<file path="src/rtl/ser2par_packer.sv">
// Serial-to-parallel packer: gathers PARWIDTH/SERWIDTH narrow beats into one wide
// word, with early termination via ser_last reported through per-lane keep flags.
module ser2par_packer #(
  parameter int SERWIDTH   = 8,
  parameter int PARWIDTH   = 32,
  parameter bit DATA_ORDER = 1'b1
) (
  input  logic                         clk,
  input  logic                         rst_n,
  input  logic                         ser_valid,
  output logic                         ser_ready,
  input  logic [SERWIDTH-1:0]          ser_din,
  input  logic                         ser_last,
  output logic                         par_valid,
  input  logic                         par_ready,
  output logic [PARWIDTH-1:0]          par_dout,
  output logic [PARWIDTH/SERWIDTH-1:0] par_keep,
  output logic                         par_last
);

  localparam int RATIO = PARWIDTH / SERWIDTH;
  localparam int CW    = (RATIO > 1) ? $clog2(RATIO) : 1;
  localparam logic [CW-1:0] LAST_CNT = CW'(RATIO - 1);

  // Handshake: a beat moves on ser_valid & ser_ready, a word on par_valid & par_ready;
  // ser_ready only drops while an undrained word sits on the output.
  logic                ser_acc;
  logic                par_acc;
  logic                complete;
  logic [CW-1:0]       beat_cnt;
  logic [CW-1:0]       lane;
  logic [PARWIDTH-1:0] acc_data;
  logic [RATIO-1:0]    acc_keep;
  logic [PARWIDTH-1:0] beat_data;
  logic [RATIO-1:0]    beat_keep;

  assign ser_ready = !par_valid || par_ready;
  assign ser_acc   = ser_valid && ser_ready;
  assign par_acc   = par_valid && par_ready;
  assign complete  = ser_acc && ((beat_cnt == LAST_CNT) || ser_last);

  always_comb begin
    lane      = DATA_ORDER ? beat_cnt : (LAST_CNT - beat_cnt);
    beat_data = '0;
    beat_keep = '0;
    for (int i = 0; i < RATIO; i++) begin
      if (lane == CW'(i)) begin
        beat_data[i*SERWIDTH +: SERWIDTH] = ser_din;
        beat_keep[i]                      = 1'b1;
      end
    end
  end

  // Accumulator: the completing beat bypasses it straight into the output word.
  always_ff @(posedge clk or negedge rst_n) begin
    if (!rst_n) begin
      acc_data <= '0;
      acc_keep <= '0;
      beat_cnt <= '0;
    end else if (complete) begin
      acc_data <= '0;
      acc_keep <= '0;
      beat_cnt <= '0;
    end else if (ser_acc) begin
      acc_data <= acc_data | beat_data;
      acc_keep <= acc_keep | beat_keep;
      beat_cnt <= beat_cnt + 1'b1;
    end
  end

  always_ff @(posedge clk or negedge rst_n) begin
    if (!rst_n) begin
      par_valid <= 1'b0;
      par_dout  <= '0;
      par_keep  <= '0;
      par_last  <= 1'b0;
    end else if (complete) begin
      par_valid <= 1'b1;
      par_dout  <= acc_data | beat_data;
      par_keep  <= acc_keep | beat_keep;
      par_last  <= ser_last;
    end else if (par_acc) begin
      par_valid <= 1'b0;
    end
  end

endmodule

</file>
<file path="config.mk">
export PLATFORM = sky130hd
export DESIGN_NAME = ser2par_packer
export DESIGN_NICKNAME = d
export VERILOG_FILES = /design/src/rtl/ser2par_packer.sv
export SDC_FILE = /design/constraint.sdc
export NUM_CORES = 1
export LEC_CHECK = 0
export CORE_ASPECT_RATIO = 1.5
export CORE_UTILIZATION = 48
export DETAILED_ROUTE_END_ITERATION = 16
export HOLD_SLACK_MARGIN = 0.05
export PLACE_DENSITY = 0.73
export SYNTH_ARGS = -nofsm -noshare
export SYNTH_HDL_FRONTEND = slang
export SYNTH_SLANG_ARGS = --single-unit
</file>
<file path="constraint.sdc">
create_clock -name clk -period 1.5 [get_ports clk]
set_input_delay 0.15 -clock clk [delete_from_list [all_inputs] [get_ports clk]]
set_output_delay 0.15 -clock clk [all_outputs]
set_load 0.03 [all_outputs]
</file>
# After elaboration in Yosys (flattened, before gate mapping)
# Cells that the tools add are included.
[classes] add_sub_neg=1 reduce_logical=9 multipliers=0 n_bitwise=2 n_eq_ne=3 div_mod_pow=0 muxes=16 n_shift=0 magnitude_cmp=0
[op_table] operator="$mux W32" n=2
[op_table] operator="$mux W8" n=4
[op_table] operator="$or A32 B32 Y32" n=1
[op_table] operator="$mux W4" n=2
[op_table] operator="$mux W1" n=6
[op_table] operator="$eq A2 B2 Y1 const B" n=2
[op_table] operator="$mux W2" n=2
[op_table] operator="$or A4 B4 Y4" n=1
[op_table] operator="$reduce_bool A2 Y1" n=2
[op_table] operator="$logic_and A1 B1 Y1" n=3
[op_table] operator="$add A2 B1 Y2 const B" n=1
[op_table] operator="$eq A2 B1 Y1 const B" n=1
[op_table] operator="$logic_not A2 Y1" n=1
[op_table] operator="$logic_or A1 B1 Y1" n=2
[op_table] operator="$logic_not A1 Y1" n=1
[totals] inputBits=13 romBits=0 mem_bits_rw=0 register_bits=76 latchBits=0 n_memories=0

# Depth between registers and ports, before layout
[logic_depth] ltp_word=5 mapped_depth=7 depth_no_buf=5

# Worst setup path before layout
# Ideal clock, no wire load.
[synth_timing] kind="reg-to-reg" from="register par_valid" to="register acc_data[1]" arrival_ns=1.484 slack_ns=-0.103 path_stages_with_launch=7 path_buffers=2 synth_period_minus_slack_ns=1.603 cell_sequence="dfrtp_1 nor2b_2 buf_2 inv_1 buf_2 a31oi_1 nor2_1"
[synth_via] elab_chain_cells=5 elab_cells_between_ends=6 cone_classes="mux: 1; reduce/logical: 5"
[synth_rtl] element="from (decl)" line_no="14" rtl="output logic par_valid,"
[synth_rtl] element="from (signal assigned)" line_no="73" rtl="par_valid <= 1'b0;"
[synth_rtl] element="from (signal assigned)" line_no="78" rtl="par_valid <= 1'b1;"
[synth_rtl] element="from (signal assigned)" line_no="83" rtl="par_valid <= 1'b0;"
[synth_rtl] element="$logic_not A1 Y1 *" line_no="37" rtl="assign ser_ready = !par_valid || par_ready;"
[synth_rtl] element="$logic_or A1 B1 Y1 *" line_no="37"
[synth_rtl] element="via ser_ready" line_no="11" rtl="output logic ser_ready,"
[synth_rtl] element="$logic_and A1 B1 Y1 *" line_no="38" rtl="assign ser_acc = ser_valid && ser_ready;"
[synth_rtl] element="$logic_and A1 B1 Y1" line_no="40" rtl="assign complete = ser_acc && ((beat_cnt == LAST_CNT) || ser_last);"
[synth_rtl] element="$mux W32 or $reduce_bool A2 Y1 (tied branches)"
[synth_rtl] element="to (signal assigned)" line_no="65" rtl="acc_data <= acc_data | beat_data;"
[synth_rtl] element="to (decl)" line_no="32" rtl="logic [PARWIDTH-1:0] acc_data;"
# The timed path passes the listed nets; every way through them passes the cells marked *.
# A chain may end at the register's enable or synchronous reset.

# Worst setup path in the final report
[layout_timing] from="register par_valid" to="output ser_ready"
[layout_via] elab_chain_cells=2
[layout_rtl] element="$logic_not A1 Y1" line_no="37"
[layout_rtl] element="$logic_or A1 B1 Y1" line_no="37"
[layout_rtl] element="to (decl)" line_no="11"
# Every way passes these cells.

==> impl_metrics.tcl <==
set metrics [dict create \
    outcome "finished, final reports clean" \
    wl_met2_mm 3.83 \
    p_leak_nw 1.94 \
    postLayoutCoreUtil_pct 63.4 \
    gr-total-overflow 0 \
    start_kind "flip-flop" \
    max_freq_ghz 0.689 \
    hold_violations 0 \
    layout_common_cells "dfrtp_1, dlygate4sd2_1, a21oi_1, o31ai_1, o21ai_1" \
    htreeDepth 3 \
    slowest_delay_ns 0.36 \
    final_cell_area_mm2 0.00408 \
    met1_length_mm 3.21 \
    num_vias 2541 \
    crit_path_cell_trace "nor2b_4 -> inv_4 -> buf_12 -> buf_6" \
    row_count 36 \
    endpoint_kind "output port" \
    slew_violations 0 \
    synth_warnings 0 \
    irDropWorstVdd_uv 630 \
    drc_errors 0 \
    totalWireLength_mm 7.53 \
    hold_class "input pin to async pin" \
    dr.pass1.iters 4 \
    die_y_um 102 \
    worst-path-buf-inv 3 \
    antenna_found_initial 0 \
    max-cap-violations 0 \
    routedWlPerCell_um 17.2 \
    p_comb_share_pct 32.0 \
    track_usage_pct 24.0 \
    yosysTopAreaCell "dfrtp_1" \
    fin_crit_ns 1.45 \
    syn_inst 299 \
    numCtsBuffers 9 \
    syn2layout_area_growth_pct 28.3 \
    rr_startpoint "beat_cnt[1]" \
    fp.dieArea_mm2 0.00697 \
    synthDistinctLibCells 25 \
    multi_input_area_mm2 0.00113 \
    cts_max_path_buffers 2 \
    die_w_um 68.5 \
    p_sw_share_pct 35.6 \
    antenna_cells 0 \
    io_pins 52 \
    initial_core_util_pct 49.4 \
    grt_pass1_wl_mm 12.1 \
    path_max_fanout 21 \
    p_seq_share_pct 41.8 \
    hpwl_mm 4.90 \
    worstRegToRegCells 5 \
    synth_seq_area_share_pct 59.7 \
    gp_congestion 0.765 \
    top_layer "met4" \
    clockRootBuffer "clkbuf_8" \
    numClockSinks 76 \
    power_density_mw_per_mm2 1620 \
    avgSynthCellArea_um2 10.6 \
    fin_crit_sh_pct 96.8 \
    drt_iter0_drc 231 \
    worst_pin_slew_ns 0.412 \
    first_global_vias 2459 \
    wl_met3_um 349 \
    synthesis.nets 316 \
    fillers 544 \
    via_per_inst 5.80 \
    final_common_cell "dfrtp_1" \
    pwr-share-clk_pct 26.2 \
    cts_tree "done" \
    seqCellArea_mm2 0.00190 \
    ff2ff_setup_slack_ns 0.05 \
    postRouteAntennaNets 0 \
    finalSetupViolations 0 \
    fin_tns_setup_ns 0 \
    synth_area_leaders "dfrtp_1, o31ai_1, a21oi_1" \
    ys_ff_latch 76 \
    fin_skew_ns 0.00686 \
    hold_ws_ns 0.365 \
    maxSlewHeadroom_pct 72.4 \
    clk_latency_ns 0.35 \
    internal-power_w 0.00426 \
    port_buffers 51 \
    path_class "flip-flop to output port" \
    r2r_end "par_last" \
    clk_pin_slew_ns 0.08 \
    grt_max_degree 77 \
    worstPathRequired_ns 1.35 \
    dpl_cell_area_mm2 0.00383 \
    critical_path.slowest_cell "dfrtp_2" \
    core_area_mm2 0.00644 \
    worstPathArrival_ns 1.30 \
    p_switching_w 0.00236 \
    synth_top_area_share_pct 59.7 \
    netlist_area_mm2 0.00318 \
    drive_gt1_share_pct 15.2 \
    crit_family "buffers and inverters" \
    nets 374 \
]
==> flip-flops by register name, indices dropped and copies added (netlist names) <==
signal     flops
par_last       1
acc_data      32
beat_cnt       2
par_valid      1
par_keep       4
acc_keep       4
par_dout      32
==> logic make-up after synthesis <==
family                     Yosys count  synth area share, %
AOI/OAI and AO/OA                  134                 25.1
adders and majority gates            4                 1.57
buffers and inverters               34                 5.82
DFF                                 76                 59.7
and+or+nand+nor                     51                 7.74
==> worst min-delay path, cell delays in order <==
cell	delay (ns)
dlygate4sd3_1	0.53
buf_2	0.13
buf_12	0.31
==> power by group through the flow <==
stage,clock [W],sequential (W),combinational (W)
detailed placement,0,0.00282,0.00228
floorplan,0,0.00333,0.000819
global route,0.00184,0.00283,0.00233
global placement,0,0.00279,0.00224
finish,0.00173,0.00277,0.00212
CTS,0.00174,0.00277,0.00210
==> routing by layer <==
metal	vias up	GRT usage, %
met4	0	9.29
met3	11	4.17
met1	1250	31.7
li1	1203	-
met5	-	0
met2	77	38.8
==> Yosys cell counts <==
library cell  count
dfrtp_1          76
a21oi_1          35
o21ai_1          35
o31ai_1          35
nor2_1           33
a31oi_1          24
buf_2            13
and2_1           11
clkbuf_1          6
buf_6             4
ha_1              4
inv_1             4
buf_1             3
buf_4             3
nand4_1           2
o21ai_0           2
a22o_1            1
a41oi_1           1
inv_2             1
nand2_1           1
nor2_2            1
nor2b_2           1
nor3_4            1
o22a_1            1
or3_1             1
==> cell type report <==
class,count,area share [%]
Inverter,5,0.521
Clock inverter,6,2.15
Sequential cell,76,46.6
Tap cell,76,2.33
Clock buffer,10,3.37
Timing Repair Buffer,76,17.3
Multi-Input combinational cell,189,27.7
==> metrics by stage <==
| stage | instances | power (W) | setup WS [ns] |
|---|---|---|---|
| floorplan | 299 | 0.00415 | -0.0259 |
| global placement | 418 | 0.00503 | -0.0978 |
| detailed placement | 418 | 0.00509 | -0.122 |
| CTS | 435 | 0.00660 | 0.000862 |
| global route | 438 | 0.00700 | -0.0232 |
| finish | 438 | 0.00662 | 0.0482 |
==> worst max-delay path by stage <==
stage                        end  slack [ns]  depth (start not counted)        start
global placement        par_last        -0.1                          5    par_ready
finish                 ser_ready        0.05                          4    par_valid
floorplan           acc_data[27]       -0.03                          7  beat_cnt[0]
detailed placement      par_last       -0.12                          5    par_ready
global route         beat_cnt[1]       -0.02                          5  beat_cnt[1]
CTS                     par_last      0.0009                          5  beat_cnt[1]
==> timing repair <==
item                                   CTS  global route
pin swaps                                0             1
endpoints found under the hold margin   76             0
gates cloned                             0             0
hold buffers                             1             0
setup endpoints to repair               40            48
resized for setup                       42             9
setup buffers                            0             3
(Power assumes the default switching activity.)
